<file path="src/rtl/pipe_pkg.sv">
// Shared definitions for the CPU datapath pipeline-stage registers:
// state encoding, default width and per-stage reset words.
package pipe_pkg;

  localparam int DEFAULT_WIDTH = 16;

  typedef enum logic [1:0] {
    ST_EMPTY = 2'd0,
    ST_ONE   = 2'd1,
    ST_TWO   = 2'd2
  } state_e;

  // Bubble words loaded on reset/flush: a NOP keeps the IR stage harmless.
  localparam logic [31:0] RV32_NOP   = 32'h0000_0013;
  localparam logic [15:0] ZERO_WORD16 = 16'h0000;

endpackage

</file>
<file path="src/rtl/pipe_slot.sv">
// One storage slot of a pipeline stage: data word plus valid flag, with
// load, clear-to-reset-value and drop (valid off, data held).
module pipe_slot #(
  parameter int                 WIDTH       = pipe_pkg::DEFAULT_WIDTH,
  parameter logic [WIDTH-1:0]   RESET_VALUE = '0
) (
  input  logic             clk,
  input  logic             rst,
  input  logic             clear,
  input  logic             load,
  input  logic             drop,
  input  logic [WIDTH-1:0] load_data,
  output logic [WIDTH-1:0] data,
  output logic             valid
);

  // NOTE: sequential state uses non-blocking assignments so every register
  // samples pre-edge values regardless of process ordering.
  always_ff @(posedge clk or posedge rst) begin
    if (rst) begin
      data  <= RESET_VALUE;
      valid <= 1'b0;
    end else if (clear) begin
      data  <= RESET_VALUE;
      valid <= 1'b0;
    end else if (load) begin
      data  <= load_data;
      valid <= 1'b1;
    end else if (drop) begin
      valid <= 1'b0;
    end
  end

endmodule

</file>
<file path="src/rtl/pipe_stage_reg.sv">
// Pipeline-stage register with valid/ready handshake, synchronous flush and
// optional two-entry skid buffer that registers in_ready.
module pipe_stage_reg
  import pipe_pkg::*;
#(
  parameter int               WIDTH       = DEFAULT_WIDTH,
  parameter logic [WIDTH-1:0] RESET_VALUE = '0,
  parameter bit               SKID        = 1'b1
) (
  input  logic             clk,
  input  logic             rst,
  input  logic             flush,
  input  logic             in_valid,
  output logic             in_ready,
  input  logic [WIDTH-1:0] in_data,
  output logic             out_valid,
  input  logic             out_ready,
  output logic [WIDTH-1:0] out_data,
  output logic [1:0]       occupancy
);

  state_e           state, next_state;
  logic             it, ot;
  logic             head_load, head_from_skid, head_drop;
  logic             skid_load, skid_drop;
  logic [WIDTH-1:0] head_in, skid_data;
  logic             skid_valid;

  assign it = in_valid & in_ready;
  assign ot = out_valid & out_ready;

  always_ff @(posedge clk or posedge rst) begin
    if (rst) state <= ST_EMPTY;
    else     state <= next_state;
  end

  always_comb begin
    // NOTE: every output of this block gets a default first so no path
    // leaves a signal unassigned and infers a latch.
    next_state     = state;
    head_load      = 1'b0;
    head_from_skid = 1'b0;
    head_drop      = 1'b0;
    skid_load      = 1'b0;
    skid_drop      = 1'b0;
    case (state)
      ST_EMPTY: if (it) begin
        next_state = ST_ONE;
        head_load  = 1'b1;
      end
      ST_ONE: begin
        if (it && ot) begin
          head_load = 1'b1;
        end else if (it && SKID) begin
          next_state = ST_TWO;
          skid_load  = 1'b1;
        end else if (ot) begin
          next_state = ST_EMPTY;
          head_drop  = 1'b1;
        end
      end
      ST_TWO: if (ot) begin
        next_state     = ST_ONE;
        head_load      = 1'b1;
        head_from_skid = 1'b1;
        skid_drop      = 1'b1;
      end
      default: next_state = ST_EMPTY;
    endcase
    // Flush wins: any accepted input word is dropped, both slots empty.
    if (flush) begin
      next_state = ST_EMPTY;
      head_load  = 1'b0;
      head_drop  = 1'b0;
      skid_load  = 1'b0;
      skid_drop  = 1'b0;
    end
  end

  assign head_in = head_from_skid ? skid_data : in_data;

  pipe_slot #(.WIDTH(WIDTH), .RESET_VALUE(RESET_VALUE)) u_head (
    .clk       (clk),
    .rst       (rst),
    .clear     (flush),
    .load      (head_load),
    .drop      (head_drop),
    .load_data (head_in),
    .data      (out_data),
    .valid     (out_valid)
  );

  generate
    if (SKID) begin : g_skid
      logic in_ready_q;

      pipe_slot #(.WIDTH(WIDTH), .RESET_VALUE(RESET_VALUE)) u_skid (
        .clk       (clk),
        .rst       (rst),
        .clear     (flush),
        .load      (skid_load),
        .drop      (skid_drop),
        .load_data (in_data),
        .data      (skid_data),
        .valid     (skid_valid)
      );

      // Registered ready: no combinational path from out_ready upstream.
      always_ff @(posedge clk or posedge rst) begin
        if (rst) in_ready_q <= 1'b1;
        else     in_ready_q <= (next_state != ST_TWO);
      end
      assign in_ready = in_ready_q;
    end else begin : g_single
      assign skid_data  = '0;
      assign skid_valid = 1'b0;
      assign in_ready   = !out_valid | out_ready;
    end
  endgenerate

  assign occupancy = {1'b0, out_valid} + {1'b0, skid_valid};

endmodule

</file>
<file path="config.mk">
export PLATFORM = sky130hd
export DESIGN_NAME = pipe_stage_reg
export DESIGN_NICKNAME = d
export VERILOG_FILES = /design/src/rtl/pipe_pkg.sv /design/src/rtl/pipe_slot.sv /design/src/rtl/pipe_stage_reg.sv
export SDC_FILE = /design/constraint.sdc
export NUM_CORES = 1
export LEC_CHECK = 0
export ABC_AREA = 1
export BUFFER_PORTS_ARGS = -buffer_cell sky130_fd_sc_hd__buf_4
export CAP_MARGIN = 15
export CORE_UTILIZATION = 40
export DETAILED_ROUTE_END_ITERATION = 10
export PLACE_DENSITY = 0.68
export SYNTH_ARGS = -nofsm -noshare
export SYNTH_HDL_FRONTEND = slang
export SYNTH_HIERARCHICAL = 1
export SYNTH_SLANG_ARGS = --single-unit
export TNS_END_PERCENT = 10
</file>
<file path="constraint.sdc">
create_clock -name clk -period 1.7 [get_ports clk]
set_clock_uncertainty 0.05 [all_clocks]
set_input_delay 0.085 -clock clk [delete_from_list [all_inputs] [get_ports clk]]
set_output_delay 0.085 -clock clk [all_outputs]
set_load 0.01 [all_outputs]
</file>
==> results.py <==
metrics = {
    "run_status": {
        "status": "complete, no violations",
    },
    "synth": {
        "ys_top_cells_by_area": "dfrtp_1 49%, nand2_1 25%, nand3_1 9.2%",
        "yosysSeqAreaShare_pct": 50.2,
        "yosys-top-cells-count": "125 x nand2_1, 36 x dfrtp_1, 34 x nand3_1",
        "synthFlopType": "dfrtp_1",
        "synthXorXnorAreaFrac_pct": 0,
        "ys_ff_latch": 37,
        "yosys-mux-area-fraction_pct": 0,
        "avgSynthCellArea_um2": 7.79,
        "synth_warnings": 6,
        "synth-edff-count": 0,
        "syn_inst": 237,
        "syn-num-nets": 259,
        "yosysUniqueCellTypes": 18,
        "synth_compound_area_share_pct": 1.08,
        "async_flop_share_pct": 100,
        "synth_fa_ha_area_share_pct": 0.678,
        "synth.most_common_cell": "nand2_1",
        "synth_top_family_by_area": "simple AND/OR/NAND/NOR gates",
        "synthSimpleGateAreaFrac_pct": 39.5,
        "yosysTopAreaCellShare_pct": 48.8,
        "netlist_area_um2": 1850,
        "synth_top_area_cell": "dfrtp_1",
    },
    "placement": {
        "gp_congestion": 0.837,
        "port_buffers": 40,
        "hpwlAfterDp_mm": 2.89,
    },
    "global_route": {
        "grt_util_all_layers_pct": 18.5,
        "grt_max_degree": 19,
        "antenna_found_initial": 0,
        "grt-busiest-layer": "met2",
        "grt_util_met1_pct": 26.6,
        "met3_usage_pct": 3.46,
        "grt_overflow_total": 0,
        "use_met2_pct": 27.4,
        "grt_pass1_vias": 1518,
        "grt_first_pass_wirelength_mm": 7.10,
    },
    "routing": {
        "dr.first_iter.drc_count": 106,
        "wl_per_cell_um": 12.0,
        "routed_wl_mm": 4.15,
        "drt-pass1-iter-count": 4,
        "viasPerCell": 4.67,
        "route.detailed.drc": 0,
        "num_vias": 1622,
        "ant_nets": 0,
    },
    "worst_setup_path": {
        "cp.arrival_ns": 1.79,
        "path_class": "reg2reg",
        "worstSetupEndpointType": "register",
        "critPathCapture": "g_skid.u_skid/data[1]",
        "cp_data_required_time_ns": 1.88,
        "r2r_end": "g_skid.u_skid/data[1]",
        "r2r_cells": 6,
        "critPathLaunchType": "register",
        "reg2reg_slack_ns": 0.08,
        "cp_max_fo": 18,
        "r2r_start": "u_head/valid",
        "crit_start": "u_head/valid",
    },
    "die": {
        "ios": 41,
        "die_area_um2": 4890,
        "fp.dieH_um": 69.9,
        "die_x_um": 69.9,
        "start_util_pct": 42.1,
        "core.rowCount": 24,
        "coreArea_um2": 4380,
    },
    "cells_and_area": {
        "syn2layout_area_growth_pct": 30.4,
        "n_antenna_cell": 0,
        "multi_input_area_um2": 766,
        "post-route-util_pct": 54.9,
        "drive_above_1_share_pct": 21.0,
        "regArea_um2": 927,
        "fin_nets": 316,
        "nFillCells": 436,
    },
    "power_and_ir_drop": {
        "p_int_uw": 1450,
        "switchingPower_uw": 524,
        "seq_power_share_pct": 48.8,
        "pwr-share-clk_pct": 34.0,
        "combPwrFrac_pct": 17.2,
        "leakage_uw": 0.00142,
        "power_density_nw_per_um2": 818,
        "ir_drop_mv": 0.376,
        "switching_share_pct": 26.6,
    },
    "sta": {
        "maxSlewViolCount": 0,
        "hold_viol": 0,
        "rsz0062_at_grt": "false",
        "final.period_utilization_pct": 95.0,
        "finalCriticalPeriod_ns": 1.62,
        "slew_headroom_pct": 56.4,
        "finalSetupTns_ns": 0,
        "setup-violations-final": 0,
        "max_freq_ghz": 0.619,
        "tightest_slew_ns": 0.654,
    },
    "cts": {
        "cts_buffer_depth": 2,
        "clkLatencyLatePin_ns": 0.29,
        "ctsHtreeMaxLevel": 2,
        "post_cts_buffers": 0,
        "cts_inserted_buffers": 5,
        "root_buffer": "clkbuf_8",
        "cts_tree": "built",
        "clk_pin_slew_ns": 0.07,
        "clock_sinks": 37,
    },
    "run": {
        "drv_cap": 0,
    },
    "worst_hold_path": {
        "hold_path_class": "in2reg",
    },
}
-- sequential cells by signal, indices dropped and copies added (netlist names) --
signal               count
g_skid.u_skid/valid      1
state                    2
in_ready                 1
u_head/valid             1
g_skid.u_skid/data      16
u_head/data             16
-- stage by stage --
step	total power (uW)	hold WS, ns	instance area, um2	cells	setup slack, ns
2_1_floorplan	1160	-0.212	1850	237	0.183
3_3_place_gp	1280	-0.0694	2130	322	0.157
3_5_place_dp	1280	-0.0668	2130	322	0.0908
4_1_cts	1980	0.0946	2400	347	0.0630
5_1_grt	2060	0.140	2410	347	0.00725
6_report	1970	0.101	2410	347	0.0849
-- layout by cell type, fill, tap and decap left out, drive strengths merged --
cell / n
nor2: 9
nand2: 127
clkbuf: 7
dfrtp: 36
buf: 43
dlygate4sd3: 17
inv: 13
dfstp: 1
ha: 1
nor4: 1
nand3: 34
nand4: 1
clkinv: 1
o21ai: 2
a21oi: 2
-- area by class of cell --
| cell class | instances | share of cell area (%) |
|---|---|---|
| Sequential cell | 37 | 38.5 |
| Multi-Input combinational cell | 177 | 31.8 |
| Timing Repair Buffer | 60 | 20.6 |
| Clock buffer | 7 | 4.00 |
| Tap cell | 52 | 2.70 |
| Inverter | 13 | 2.13 |
| Clock inverter | 1 | 0.208 |
-- power by group through the flow --
stage	clock network [uW]	registers [uW]	logic (uW)
2_1_floorplan	0	987	178
3_3_place_gp	0	976	303
3_5_place_dp	0	978	305
4_1_cts	685	961	337
5_1_grt	717	967	375
6_report	670	961	339
-- routing by layer --
layer	vias to the layer above	part of all wire (%)
met5	-	0
met3	5	3.3
met4	0	1.5
met1	733	49
met2	33	46
li1	851	-
-- repair_timing --
item / 4_1_cts / 5_1_grt
resized for setup: 0 / 2
hold buffers: 17 / 0
endpoints found under the setup margin: 0 / 26
hold endpoints to repair: 53 / 0
-- cells by family after synthesis --
kind of cell	after synthesis
AND/OR/NAND/NOR	172
buffers and inverters	23
AO/OA/AOI/OAI	4
adder cells (fa/ha/maj)	1
flip-flops	37
-- worst max-delay path: stages, from the launching register on --
cell and delay, ns:
dfrtp_1 0.44, nand2_2 0.19, nand2_1 0.14, nor2_1 0.31
buf_6 0.24, nand3_1 0.09, nand2_1 0.09
-- how the worst min path moves through the flow --
stage / depth (start not counted) / slack, ns / start / to
2_1_floorplan: 1 / -0.21 / rst / state[0]
3_3_place_gp: 2 / -0.07 / rst / state[0]
3_5_place_dp: 2 / -0.07 / rst / state[0]
4_1_cts: 4 / 0.09 / flush / g_skid.u_skid/valid
5_1_grt: 4 / 0.14 / flush / g_skid.u_skid/valid
6_report: 4 / 0.10 / flush / g_skid.u_skid/valid
(Power assumes the default switching activity.)
